==> config.mk <==
export PLATFORM = sky130hd
export DESIGN_NAME = axis_sample_pacer
export DESIGN_NICKNAME = d
export VERILOG_FILES = /design/src/rtl/axis_stream_pkg.sv /design/src/rtl/sync_fifo.sv /design/src/rtl/axis_sample_pacer.sv
export SDC_FILE = /design/constraint.sdc
export NUM_CORES = 1
export LEC_CHECK = 0
export ABC_AREA = 1
export ABC_CLOCK_PERIOD_IN_PS = 2350
export CAP_MARGIN = 20
export CORE_ASPECT_RATIO = 0.8
export CORE_MARGIN = 2
export CORE_UTILIZATION = 50
export CTS_CLUSTER_DIAMETER = 60
export DETAILED_ROUTE_END_ITERATION = 10
export GPL_ROUTABILITY_DRIVEN = 1
export PLACE_DENSITY = 0.74
export SYNTH_ARGS = -nofsm -noshare
export SYNTH_HDL_FRONTEND = slang
export SYNTH_SLANG_ARGS = --single-unit
==> constraint.sdc <==
create_clock -name clk -period 2.35 [get_ports clk]
set_input_delay 0.3525 -clock clk [delete_from_list [all_inputs] [get_ports clk]]
set_output_delay 0.3525 -clock clk [all_outputs]
set_load 0.02 [all_outputs]
==> src/rtl/axis_stream_pkg.sv <==
// Shared types and helpers for the AXI-Stream sample pacer and its FIFO.
//   DEFAULT_DATA_WIDTH : default sample width in bits
//   sample_t           : signed sample at the default width
//   slot_state_t       : output slot state (idle / holding a sample)
//   clog2_depth()      : ceil(log2(n)) usable in constant expressions
package axis_stream_pkg;

   localparam int unsigned DEFAULT_DATA_WIDTH = 16;

   typedef logic signed [DEFAULT_DATA_WIDTH-1:0] sample_t;

   typedef enum logic {
      SLOT_IDLE = 1'b0,
      SLOT_FULL = 1'b1
   } slot_state_t;

   // Smallest w such that 2**w >= n.
   function automatic int unsigned clog2_depth(input int unsigned n);
      int unsigned w;
      w = 0;
      for (int unsigned i = 0; i < 32; i++) begin
         if ((64'd1 << i) < 64'(n)) w = i + 1;
      end
      return w;
   endfunction

endpackage

==> src/rtl/sync_fifo.sv <==
// Synchronous first-word-fall-through FIFO.
//   clk, rst_n : clock, asynchronous active-low reset
//   wr_en      : write strobe, accepted only when not full
//   wr_data    : data to enqueue
//   rd_en      : pop strobe, honoured only when not empty
//   rd_data    : current head of the queue
//   full       : registered, level == DEPTH
//   empty      : registered, level == 0
//   level      : registered occupancy 0..DEPTH
module sync_fifo
   import axis_stream_pkg::*;
#(
   parameter int unsigned DATA_WIDTH = DEFAULT_DATA_WIDTH,
   parameter int unsigned DEPTH      = 16
) (
   input  logic                       clk,
   input  logic                       rst_n,
   input  logic                       wr_en,
   input  logic [DATA_WIDTH-1:0]      wr_data,
   input  logic                       rd_en,
   output logic [DATA_WIDTH-1:0]      rd_data,
   output logic                       full,
   output logic                       empty,
   output logic [$clog2(DEPTH):0]     level
);

   localparam int unsigned AW = clog2_depth(DEPTH);
   localparam int unsigned LW = AW + 1;

   logic [DATA_WIDTH-1:0] mem [DEPTH];
   logic [AW-1:0]         wr_ptr_q;
   logic [AW-1:0]         rd_ptr_q;
   logic [LW-1:0]         level_q;
   logic [LW-1:0]         level_nxt;
   logic                  full_q;
   logic                  nonempty_q;
   logic                  wr_acc_c;
   logic                  rd_acc_c;

   assign wr_acc_c = wr_en & ~full_q;
   assign rd_acc_c = rd_en & nonempty_q;

   // Occupancy update; a simultaneous write and pop cancel out.
   always_comb begin
      level_nxt = level_q;
      unique case ({wr_acc_c, rd_acc_c})
         2'b10:   level_nxt = level_q + LW'(1);
         2'b01:   level_nxt = level_q - LW'(1);
         default: level_nxt = level_q;
      endcase
   end

   // Pointers, occupancy and registered flags; pointers wrap naturally at DEPTH.
   always_ff @(posedge clk or negedge rst_n) begin
      if (!rst_n) begin
         wr_ptr_q   <= '0;
         rd_ptr_q   <= '0;
         level_q    <= '0;
         full_q     <= 1'b0;
         nonempty_q <= 1'b0;
      end else begin
         if (wr_acc_c) wr_ptr_q <= wr_ptr_q + AW'(1);
         if (rd_acc_c) rd_ptr_q <= rd_ptr_q + AW'(1);
         level_q    <= level_nxt;
         full_q     <= (level_nxt == LW'(DEPTH));
         nonempty_q <= (level_nxt != '0);
      end
   end

   // Storage array.
   always_ff @(posedge clk or negedge rst_n) begin
      if (!rst_n) begin
         for (int i = 0; i < int'(DEPTH); i++) mem[i] <= '0;
      end else if (wr_acc_c) begin
         mem[wr_ptr_q] <= wr_data;
      end
   end

   assign rd_data = mem[rd_ptr_q];
   assign full    = full_q;
   assign empty   = ~nonempty_q;
   assign level   = level_q;

endmodule

==> src/rtl/axis_sample_pacer.sv <==
// AXI-Stream source that releases one queued sample per rate tick and holds
// it until the downstream accepts it, with saturating event counters.
//   clk, rst_n      : clock, asynchronous active-low reset
//   enable          : rate-tick generator enable
//   wr_en, wr_data  : sample write port into the internal FIFO
//   full, level     : FIFO full flag and occupancy
//   m_axis_*        : AXI-Stream master (tdata, tvalid, tready)
//   underrun_count  : ticks that found the FIFO empty
//   stall_count     : ticks that found the previous sample still unaccepted
//   overflow_count  : writes dropped because the FIFO was full
module axis_sample_pacer
   import axis_stream_pkg::*;
#(
   parameter int unsigned DATA_WIDTH = DEFAULT_DATA_WIDTH,
   parameter int unsigned DEPTH      = 16,
   parameter int unsigned RATE_DIV   = 5,
   parameter int unsigned CNT_WIDTH  = 16
) (
   input  logic                   clk,
   input  logic                   rst_n,
   input  logic                   enable,
   input  logic                   wr_en,
   input  logic [DATA_WIDTH-1:0]  wr_data,
   output logic                   full,
   output logic [$clog2(DEPTH):0] level,
   output logic [DATA_WIDTH-1:0]  m_axis_tdata,
   output logic                   m_axis_tvalid,
   input  logic                   m_axis_tready,
   output logic [CNT_WIDTH-1:0]   underrun_count,
   output logic [CNT_WIDTH-1:0]   stall_count,
   output logic [CNT_WIDTH-1:0]   overflow_count
);

   localparam int unsigned LW    = clog2_depth(DEPTH) + 1;
   localparam int unsigned DIV_W = (RATE_DIV > 1) ? clog2_depth(RATE_DIV) : 1;

   logic [DIV_W-1:0]      div_cnt_q;
   logic                  tick_c;

   slot_state_t           slot_q;
   slot_state_t           slot_nxt;
   logic [DATA_WIDTH-1:0] tdata_q;
   logic [DATA_WIDTH-1:0] tdata_nxt;
   logic                  pop_c;
   logic                  underrun_inc_c;
   logic                  stall_inc_c;
   logic                  overflow_inc_c;

   logic [DATA_WIDTH-1:0] fifo_rd_data;
   logic                  fifo_full;
   logic                  fifo_empty;
   logic [LW-1:0]         fifo_level;

   sync_fifo #(
      .DATA_WIDTH (DATA_WIDTH),
      .DEPTH      (DEPTH)
   ) u_fifo (
      .clk     (clk),
      .rst_n   (rst_n),
      .wr_en   (wr_en),
      .wr_data (wr_data),
      .rd_en   (pop_c),
      .rd_data (fifo_rd_data),
      .full    (fifo_full),
      .empty   (fifo_empty),
      .level   (fifo_level)
   );

   // Rate divider: tick on the last count of each period, held at 0 when disabled.
   assign tick_c = enable && (div_cnt_q == DIV_W'(RATE_DIV - 1));

   always_ff @(posedge clk or negedge rst_n) begin
      if (!rst_n)                div_cnt_q <= '0;
      else if (!enable || tick_c) div_cnt_q <= '0;
      else                       div_cnt_q <= div_cnt_q + DIV_W'(1);
   end

   // Output slot state register.
   always_ff @(posedge clk or negedge rst_n) begin
      if (!rst_n) begin
         slot_q  <= SLOT_IDLE;
         tdata_q <= '0;
      end else begin
         slot_q  <= slot_nxt;
         tdata_q <= tdata_nxt;
      end
   end

   // Slot next-state: a tick looks at the slot as it stands after this
   // cycle's handshake, so accept-and-tick refills in the same cycle.
   always_comb begin
      slot_nxt       = slot_q;
      tdata_nxt      = tdata_q;
      pop_c          = 1'b0;
      underrun_inc_c = 1'b0;
      stall_inc_c    = 1'b0;
      if (tick_c) begin
         if ((slot_q == SLOT_FULL) && !m_axis_tready) begin
            stall_inc_c = 1'b1;
         end else if (!fifo_empty) begin
            pop_c     = 1'b1;
            slot_nxt  = SLOT_FULL;
            tdata_nxt = fifo_rd_data;
         end else begin
            underrun_inc_c = 1'b1;
            slot_nxt       = SLOT_IDLE;
         end
      end else if ((slot_q == SLOT_FULL) && m_axis_tready) begin
         slot_nxt = SLOT_IDLE;
      end
   end

   // Dropped writes are judged against the registered full flag.
   assign overflow_inc_c = wr_en & fifo_full;

   // Saturating event counters.
   always_ff @(posedge clk or negedge rst_n) begin
      if (!rst_n) begin
         underrun_count <= '0;
         stall_count    <= '0;
         overflow_count <= '0;
      end else begin
         if (underrun_inc_c && (underrun_count != '1))
            underrun_count <= underrun_count + CNT_WIDTH'(1);
         if (stall_inc_c && (stall_count != '1))
            stall_count <= stall_count + CNT_WIDTH'(1);
         if (overflow_inc_c && (overflow_count != '1))
            overflow_count <= overflow_count + CNT_WIDTH'(1);
      end
   end

   assign m_axis_tvalid = (slot_q == SLOT_FULL);
   assign m_axis_tdata  = tdata_q;
   assign full          = fifo_full;
   assign level         = fifo_level;

endmodule

==> metrics.md, run 1 <==
| Metric | Value |
|---|---|
| Initial DRC Count | approximately 1,200 |
| Cells after DPL | around 2,200 |
| Setup CP Type | flop to flop |
| Final period utilization | 0.900 |
| Core Box Area | between 0.03 and 0.04 mm² |
| Worst r2r src | div_cnt_q[0] |
| Startpoint Class | flop |
| Synth Net Count | around 1,800 |
| Cell Pwr Density | 1320 mW/mm² |
| Type of the tightest min-delay check | primary input to asynchronous set/reset pin |
| FF+latch count, synth | around 340 |
| Cell taking the most area after synthesis | dfrtp_1 |
| I/O Buffers | 91 |
| Clock latency on the worst-skew pair | 0.54 ns |
| Most frequent cell after synthesis | dfrtp_1 |
| Max Fclk | roughly 470 MHz |
| Drt total wl | 40.4 mm |
| Synth warn | 0 |
| Worst VDD drop | between 0.7 and 0.8 mV |
| Clock root buffer | clkbuf_16 |
| DP HPWL | ~25 mm |
| Worst Skew | between 0.02 and 0.025 ns |
| Final min period | around 2.1 ns |
| ANT nets after route | 0 |
| Avg Inst Size Synth | a little under 9 µm² |
| RR Endpoint | u_fifo.nonempty_q |
| Tightest Pin Transition | just over 0.5 ns |
| Unrepaired setup endpoints after global routing | no |
| Setup TNS | 0 ns |
| # DRC | 0 |
| Share of cells above drive strength 1 | 0.0874 |
| H-tree depth | 2 |
| Global-route usage over all layers | 0.257 |
| Post-layout util | 0.604 |
| Dominant synthesized flop cell | dfrtp_1 |
| Top post-synthesis cells by count | 339 x dfrtp_1, 262 x nand2_1, 256 x o21ai_0, 181 x nor2_1, 164 x a21oi_1 |
| Worst endpoint required time | 2.76 ns |
| DR pass1 iterations | 5 |
| Drt wl/cell | ~18 µm |
| Area Overhead vs Synth | 18.4% |
| Post-synthesis sequential area ratio | 0.546 |
| Max_cap viols | 0 |
| Top cell type's share of synthesized area | 0.546 |
| Vias in the first global route | 12,600 |
| Via density per instance | about 5.6 |
| Status | complete, no violations |
| Die X | between 200 and 250 µm |
| Top cells by area, synth | dfrtp_1 55%, o21ai_0 8.2%, nand2_1 6.3% |
| R2r setup slk | between 0.2 and 0.25 ns |
| DR vias | about 13,000 |
| # IOs | 92 |
| Post-route insts no fill | around 2,300 |
| Yosys cell types | 35 |
| RePlAce Congestion | 0.916 |
| Post-synth ARST share | 1.00 |
| Largest net degree at the start of global routing | 76 |
| Reg clk slew, reported paths | ~0.06 ns |
| Gate count of the mapped netlist | between 1,500 and 2,000 |
| # setup viols final | 0 |
| Antenna violations before repair | 0 |
| First-pass GRT wire length | between 60 and 70 mm |
| Die height | 162 µm |
| Final Max Tran Viols | 0 |
| Maximum clock insertion buffer count | 3 |
| Rows | 57 |
| Slew HR | 0.656 |
| Initial core utilization | 0.510 |
| Synth Cell Area | 0.0155 mm² |
| Clock Sinks | roughly 340 |
| Worst hold slack | between 0.3 and 0.4 ns |
| Die area | ~0.033 mm² |
| Leak pwr | just over 8 nW |
| CTS tree | yes |
| EDFF count, synth | 0 |
| Critical-path maximum fanout | 4 |
| CP arrival | roughly 2.5 ns |
| CTS Buf Count | 36 |
| GRT Residual Overflow | 0 |
| Worst setup EP type | flop |
| Final hold vios | 0 |
| FF-to-FF path depth | 16 |
| Fin nets | 1,893 |
| Antenna Diode Count | 0 |
==> worst max-delay path by stage <==
stage / start / end / slack, ns / depth (start not counted)
floorplan: div_cnt_q[0] / u_fifo.full / 0.12 / 13
global placement: enable / u_fifo.full / 0.1 / 11
detailed placement: enable / u_fifo.nonempty_q / -0.04 / 15
CTS: div_cnt_q[0] / u_fifo.nonempty_q / 0.18 / 16
global route: div_cnt_q[0] / u_fifo.full / 0.03 / 12
finish: div_cnt_q[0] / u_fifo.nonempty_q / 0.24 / 16
==> worst max-delay path: stages (launching register included) <==
cell and delay [ns]:
dfrtp_1 0.40, inv_1 0.07, ha_1 0.20, nand3_4 0.14
inv_2 0.08, nand3_2 0.08, nand2_1 0.06, nand2_1 0.06
ha_1 0.20, a21oi_2 0.14, inv_1 0.09, nand4_1 0.14
nand3_1 0.09, nand2_1 0.08, nand2_2 0.06, inv_2 0.06
nand2_1 0.05
==> routing by layer <==
metal	vias to the layer above	wire length, µm	global-route usage
met3	76	3020	0.0455
met5	-	0	0
met1	6219	18000	0.368
met4	0	925	0.0778
met2	451	18400	0.405
li1	6065	-	-
==> cell families after synthesis <==
logic type      after synthesis  share of synthesized area
buf+inv                     277                     0.0716
flops                       339                      0.546
xor+xnor                     53                     0.0299
fa+ha+maj                    12                    0.00966
simple gates                599                      0.167
compound gates              513                      0.176
==> final cells by class <==
class	instances	area, µm²
fillers	2591	12100
flip-flops and latches	339	8490
multi-input cells	1177	5970
repair buffers	140	1510
clock buffers	53	1120
inverters	166	623
well taps	413	517
clock inverters	13	179
==> placed cells by master, fill, tap and decap left out, types with 3 or more instances in the layout <==
cell type	n
buf_12	18
buf_4	30
nor3_1	11
clkbuf_1	3
nand3_2	4
xor2_1	33
a21oi_1	163
xnor2_1	20
dfrtp_1	336
o21ai_1	11
clkinv_1	13
o211ai_1	51
nor2_2	18
nand2_2	6
inv_2	6
nor4_1	5
a31oi_1	16
o21ai_0	255
nor2_1	177
bufinv_16	4
nand3_1	91
nor3_2	3
clkbuf_8	13
inv_6	3
ha_1	11
clkdlybuf4s50_1	90
nand2_1	262
inv_1	147
clkbuf_16	37
o22ai_1	15
nor2_4	5
nand4_1	10
clkinv_2	5
==> sequential cells by signal (all words and copies together), names as in the netlist, 3 cells and up <==
register / cells
overflow_count: 16
underrun_count: 16
u_fifo.mem: 256
div_cnt_q: 3
stall_count: 16
u_fifo.rd_ptr_q: 4
u_fifo.level: 5
u_fifo.wr_ptr_q: 4
m_axis_tdata: 16
==> metrics by stage <==
stage	total power, mW	worst slack [ns]	cell area (µm²)
2_1_floorplan	15.3	0.117	15500
6_report	24.3	0.236	18400
4_1_cts	24.3	0.176	18400
5_1_grt	26.0	0.0348	18400
3_5_place_dp	18.1	-0.0351	17100
3_3_place_gp	17.8	0.0982	17100
==> report_power, final <==
group	internal, mW	switching, mW
logic	3.25	5.20
registers	8.32	1.41
clock network	3.75	2.38
total	15.3	8.98
==> timing repair <==
item / CTS / global route
resized for setup: 0 / 3
endpoints found under the hold margin: 44 / 0
hold buffers: 1 / 0
buffers inserted: 0 / 0
setup endpoints to repair: 0 / 1
No activity file was read; power rests on OpenSTA's default activity.
==> run 2, diff against run 1 <==
Settings changed: CORE_UTILIZATION 50 to 54, PLACE_DENSITY 0.74 to 0.79.
==> metrics.md, run 2 (same netlist as run 1, synthesis figures left out) <==
| Metric | Value |
|---|---|
| FILL cells | 2,290 (-12%) |
| FF-to-FF path depth | 16 (unchanged) |
| Largest net degree at the start of global routing | 74 (-2.6%) |
| Sw power | 9.03 mW (+0.56%) |
| Status | complete, no violations |
| Clock latency on the worst-skew pair | 0.52 ns (-0.02 ns) |
| Die height | 156 µm (-3.7%) |
| Unrepaired setup endpoints after global routing | no |
| Fin area | 0.0183 mm² (-0.43%) |
| RePlAce Congestion | 0.881 (-3.9%) |
| Share of cells above drive strength 1 | 0.0835 (-0.00393) |
| Core Box Area | 0.0283 mm² (-7.1%) |
| DP HPWL | 24.1 mm (-3.0%) |
| Die X | 194 µm (-3.7%) |
| Register share of total power | 0.396 (-0.004) |
| Worst setup EP type | flop |
| Fin nets | 1,887 (-0.32%) |
| Global-route usage over all layers | 0.268 (+0.0102) |
| Max Fclk | 473 MHz (about the same) |
| Worst endpoint required time | 2.75 ns (about the same) |
| Worst Skew | 0.0231 ns (+0.000666 ns) |
| Switching Share | 0.371 (+0.00126) |
| Slew HR | 0.519 (-0.138) |
| Commonest cells after routing, fill and taps aside | 336 x dfrtp_1, 262 x nand2_1, 256 x o21ai_0 |
| Int Power | 15.3 mW (about the same) |
| Via density per instance | 5.71 (+2.5%) |
| DR vias | 12,900 (+0.31%) |
| Cell Pwr Density | 1330 mW/mm² (+0.65%) |
| Clock Sinks | 339 (unchanged) |
| # IOs | 92 (unchanged) |
| # Post-CTS Setup Buffers | 0 (unchanged) |
| # setup viols final | 0 (unchanged) |
| ANT nets after route | 0 (unchanged) |
| GRT Residual Overflow | 0 (unchanged) |
| Critical-path maximum fanout | 4 (unchanged) |
| Reg clk slew, reported paths | 0.06 ns (about the same) |
| Rows | 55 (-3.5%) |
| Final hold vios | 0 (unchanged) |
| Most common cell after layout, fill and taps aside | dfrtp_1 |
| Maximum clock insertion buffer count | 3 (unchanged) |
| Initial DRC Count | 1,137 (-5.7%) |
| Startpoint Class | flop |
| Leak pwr | 8.15 nW (-0.31%) |
| Final Max Tran Viols | 0 (unchanged) |
| Drt wl/cell | 17.8 µm (+1.2%) |
| CTS tree | yes |
| Antenna Diode Count | 0 (unchanged) |
| Drt total wl | 40.0 mm (-1.0%) |
| I/O Buffers | 91 (unchanged) |
| Max_cap viols | 0 (unchanged) |
| H-tree depth | 2 (unchanged) |
| CTS Buf Count | 35 (-2.8%) |
| Clock root buffer | clkbuf_16 |
| Worst VDD drop | 0.922 mV (+16%) |
| First-pass GRT wire length | 64.8 mm (-3.4%) |
| Final period utilization | 0.899 (about the same) |
| R2r setup slk | 0.24 ns (about the same) |
| Clock Power Share | 0.252 (about the same) |
| Worst r2r src | div_cnt_q[0] |
| RR Endpoint | u_fifo.nonempty_q |
| Reg with most FFs | u_fifo.mem |
| Initial core utilization | 0.550 (+0.0392) |
| DR pass1 iterations | 5 (unchanged) |
| # DRC | 0 (unchanged) |
| Type of the tightest min-delay check | primary input to asynchronous set/reset pin |
| Max reg flops | 256 (unchanged) |
| CP arrival | 2.52 ns (about the same) |
| Total Power | 24.4 mW (+0.22%) |
| Setup CP Type | flop to flop |
| Gate power share | 0.352 (+0.004) |
| Vias in the first global route | 12,200 (-3.2%) |
| Area Overhead vs Synth | 17.9% |
| Antenna violations before repair | 0 (unchanged) |
| Die area | 0.0302 mm² (-7.2%) |
| Placed cell areas | 0.0170 mm² (-0.39%) |
| Final min period | 2.11 ns (-0.000740 ns) |
| Tightest Pin Transition | 0.722 ns (+0.209 ns) |
==> run 2: power by group through the flow <==
stage / clock network [mW] / registers (mW) / logic, mW
6_report: 6.15 / 9.64 / 8.57
5_1_grt: 6.48 / 9.89 / 9.62
4_1_cts: 6.23 / 9.60 / 8.51
3_5_place_dp: 0 / 9.67 / 8.42
3_3_place_gp: 0 / 9.58 / 8.10
2_1_floorplan: 0 / 9.50 / 5.78
==> run 2: worst max-delay path, stage by stage, from the launching register on <==
cell,delay (ns)
dfrtp_1,0.40
inv_1,0.07
ha_1,0.21
nand3_4,0.14
inv_2,0.09
nand3_2,0.08
nand2_1,0.07
nand2_1,0.08
ha_1,0.20
a21oi_2,0.14
inv_1,0.09
nand4_1,0.11
nand3_1,0.09
nand2_1,0.07
nand2_2,0.06
inv_2,0.06
nand2_1,0.05
==> run 2: worst max-delay path by stage <==
stage                      start                end  slack (ns)  depth (start not counted)
floorplan           div_cnt_q[0]        u_fifo.full        0.12                         13
global placement          enable  u_fifo.nonempty_q        0.12                         15
detailed placement        enable  u_fifo.nonempty_q       -0.03                         15
CTS                 div_cnt_q[0]  u_fifo.nonempty_q        0.16                         16
global route        div_cnt_q[0]  u_fifo.nonempty_q        0.05                         14
finish              div_cnt_q[0]  u_fifo.nonempty_q        0.24                         16
==> run 2: through the flow <==
step | std cells | setup slack [ns] | hold WS [ns] | util | TNS, ns
after floorplan | 1793 | 0.117 | 0.0569 | - | 0
after global placement | 2186 | 0.118 | 0.370 | 0.602 | 0
after detailed placement | 2186 | -0.0286 | 0.364 | 0.602 | -0.0286
after CTS | 2251 | 0.159 | 0.409 | 0.648 | 0
after global routing | 2251 | 0.0472 | 0.451 | 0.648 | 0
final | 2251 | 0.237 | 0.378 | 0.648 | 0
==> run 2: final cells by class <==
cell class                      instances  area [µm²]  area share
Sequential cell                       339        8490       0.463
Clock inverter                         18         288      0.0157
Inverter                              166         623      0.0340
Tap cell                              370         463      0.0253
Timing Repair Buffer                  135        1500      0.0818
Clock buffer                           46         997      0.0544
Multi-Input combinational cell       1177        5960       0.325
==> run 2: per-layer routing <==
layer | GRT usage | routed length (µm) | vias up
met5 | 0 | 0 | -
met4 | 0.0840 | 1000 | 0
met3 | 0.0419 | 2740 | 76
met2 | 0.420 | 18500 | 486
met1 | 0.386 | 17800 | 6227
li1 | - | - | 6062
==> run 2: what timing repair did <==
action,4_1_cts,5_1_grt
gates resized for setup,0,1
endpoints found under the setup margin,0,1
hold buffers,1,0
endpoints found under the hold margin,61,0
==> run 3, diff against run 2 <==
Settings changed: CORE_MARGIN 2 to unset.
==> metrics.md, run 3 (same netlist as run 1, synthesis figures left out) <==
| Metric | Value |
|---|---|
| Final Max Tran Viols | 0 (unchanged) |
| Placed cell areas | 0.0171 mm² (+0.31%) |
| Die height | 154 µm (-1.3%) |
| Cell Pwr Density | 1310 mW/mm² (-1.7%) |
| Max Fclk | 458 MHz (-3.2%) |
| CTS Buf Count | 35 (unchanged) |
| Fin nets | 1,889 (+0.11%) |
| Largest net degree at the start of global routing | 102 (+38%) |
| Via density per instance | 5.71 (+0.10%) |
| ANT nets after route | 0 (unchanged) |
| DR vias | 12,900 (+0.016%) |
| Tightest Pin Transition | 0.526 ns (-0.195 ns) |
| GRT Residual Overflow | 0 (unchanged) |
| Post-layout util | 0.644 (-0.00336) |
| Core Box Area | 0.0283 mm² (unchanged) |
| Clock root buffer | clkbuf_16 |
| Antenna violations before repair | 0 (unchanged) |
| Antenna Diode Count | 0 (unchanged) |
| CP arrival | 2.59 ns (+0.07 ns) |
| Worst VDD drop | 0.873 mV (-5.3%) |
| CTS tree | yes |
| Max reg flops | 256 (unchanged) |
| Worst endpoint required time | 2.76 ns (about the same) |
| Final period utilization | 0.929 (+0.0295) |
| Commonest cells after routing, fill and taps aside | 336 x dfrtp_1, 262 x nand2_1, 256 x o21ai_0 |
| Area Overhead vs Synth | 17.3% |
| # DRC | 0 (unchanged) |
| Clock latency on the worst-skew pair | 0.53 ns (about the same) |
| Drt wl/cell | 17.8 µm (+0.47%) |
| Worst setup EP type | flop |
| Status | complete, no violations |
| Type of the tightest min-delay check | primary input to asynchronous set/reset pin |
| DR pass1 iterations | 5 (unchanged) |
| Slew HR | 0.649 (+0.130) |
| Reg clk slew, reported paths | 0.06 ns (about the same) |
| Die X | 192 µm (-1.0%) |
| Vias in the first global route | 12,300 (+0.99%) |
| Fin area | 0.0182 mm² (-0.52%) |
| Post-route insts no fill | 2,249 (-0.089%) |
| Max_cap viols | 0 (unchanged) |
| First-pass GRT wire length | 64.9 mm (+0.17%) |
| H-tree depth | 2 (unchanged) |
| # Post-CTS Setup Buffers | 0 (unchanged) |
| Worst hold slack | 0.378 ns (+0.000413 ns) |
| Initial DRC Count | 1,329 (+17%) |
| Clock Sinks | 339 (unchanged) |
| Initial core utilization | 0.550 (unchanged) |
| Final hold vios | 0 (unchanged) |
| Reg with most FFs | u_fifo.mem |
| Most common cell after layout, fill and taps aside | dfrtp_1 |
| # IOs | 92 (unchanged) |
| Setup CP Type | flop to flop |
| DP HPWL | 23.8 mm (-1.2%) |
| Total Power | 23.8 mW (-2.2%) |
| Startpoint Class | flop |
| Final min period | 2.18 ns (+0.0694 ns) |
| Worst Skew | 0.0166 ns (-0.00647 ns) |
| RePlAce Congestion | 0.849 (-3.6%) |
| Die area | 0.0295 mm² (-2.3%) |
| Leak pwr | 8.09 nW (-0.69%) |
| Global-route usage over all layers | 0.282 (+0.0141) |
| Critical-path maximum fanout | 5 (+1) |
| Maximum clock insertion buffer count | 3 (unchanged) |
| Share of cells above drive strength 1 | 0.0788 (-0.00470) |
| Drt total wl | 40.1 mm (+0.38%) |
| I/O Buffers | 91 (unchanged) |
| Cells after DPL | 2,188 (+0.091%) |
| # setup viols final | 0 (unchanged) |
| Rows | 55 (unchanged) |
## run 3: changes by cell type in the layout (fill, tap and decap cells not counted), moves of 2 or more
| cell | previous run | this run |
|---|---|---|
| inv_6 | 3 | 0 |
| clkbuf_1 | 3 | 11 |
| bufinv_16 | 7 | 3 |
| clkbuf_16 | 35 | 37 |
| buf_12 | 20 | 23 |
| clkbuf_8 | 8 | 3 |
## run 3: cell type report
cell class              instances  area [µm²]
fillers                      2285       10100
flip-flops and latches        339        8490
multi-input cells            1177        5970
repair buffers                137        1550
clock buffers                  51        1010
inverters                     166         623
well taps                     370         463
clock inverters                 9         126
## run 3: final timing paths
kind                               from           endpoint  slack, ns  cells past startpoint
max                        div_cnt_q[0]        u_fifo.full       0.17                     16
min                               rst_n  overflow_count[9]       0.38                      2
max reg2reg                div_cnt_q[0]        u_fifo.full       0.17                     16
min reg2reg                div_cnt_q[0]       div_cnt_q[0]       0.47                      1
max in group asynchronous         rst_n    u_fifo.mem[167]       1.24                      3
min in group clk           div_cnt_q[0]       div_cnt_q[0]       0.47                      1
## run 3: stage by stage
step	setup slack, ns	TNS (ns)
3_5_place_dp	-0.0463	-0.0662
4_1_cts	0.161	0
5_1_grt	-0.0380	-0.0555
6_report	0.167	0
3_3_place_gp	0.0684	0
2_1_floorplan	0.117	0
## run 3: power by group
group | switching (mW) | internal [mW]
Clock | 2.27 | 3.31
Combinational | 5.29 | 3.26
Sequential | 1.38 | 8.31
Total | 8.93 | 14.9
## run 3: timing repair
action / CTS / global route
gates resized for setup: 0 / 2
hold endpoints to repair: 53 / 0
endpoints found under the setup margin: 0 / 2
hold buffers: 1 / 0
## run 3: routing by layer
layer	up-vias	part of all wire	routed length (µm)	GRT usage
met4	0	0.023	939	0.0933
li1	6067	-	-	-
met2	533	0.45	18200	0.426
met5	-	0	0	0
met3	67	0.086	3470	0.0504
met1	6186	0.44	17600	0.411
## run 3: critical path, cell delays in order, from the launching register on
cell and delay [ns]:
dfrtp_1 0.40, inv_1 0.07, ha_2 0.20, nand3_4 0.13, inv_2 0.08, nand3_2 0.11
nand2_1 0.09, nand2_1 0.08, ha_1 0.20, a21oi_2 0.16, inv_1 0.10, nand2_1 0.07
nand3_1 0.08, nand3_1 0.11, inv_1 0.05, nand3_1 0.11, nor2_2 0.05
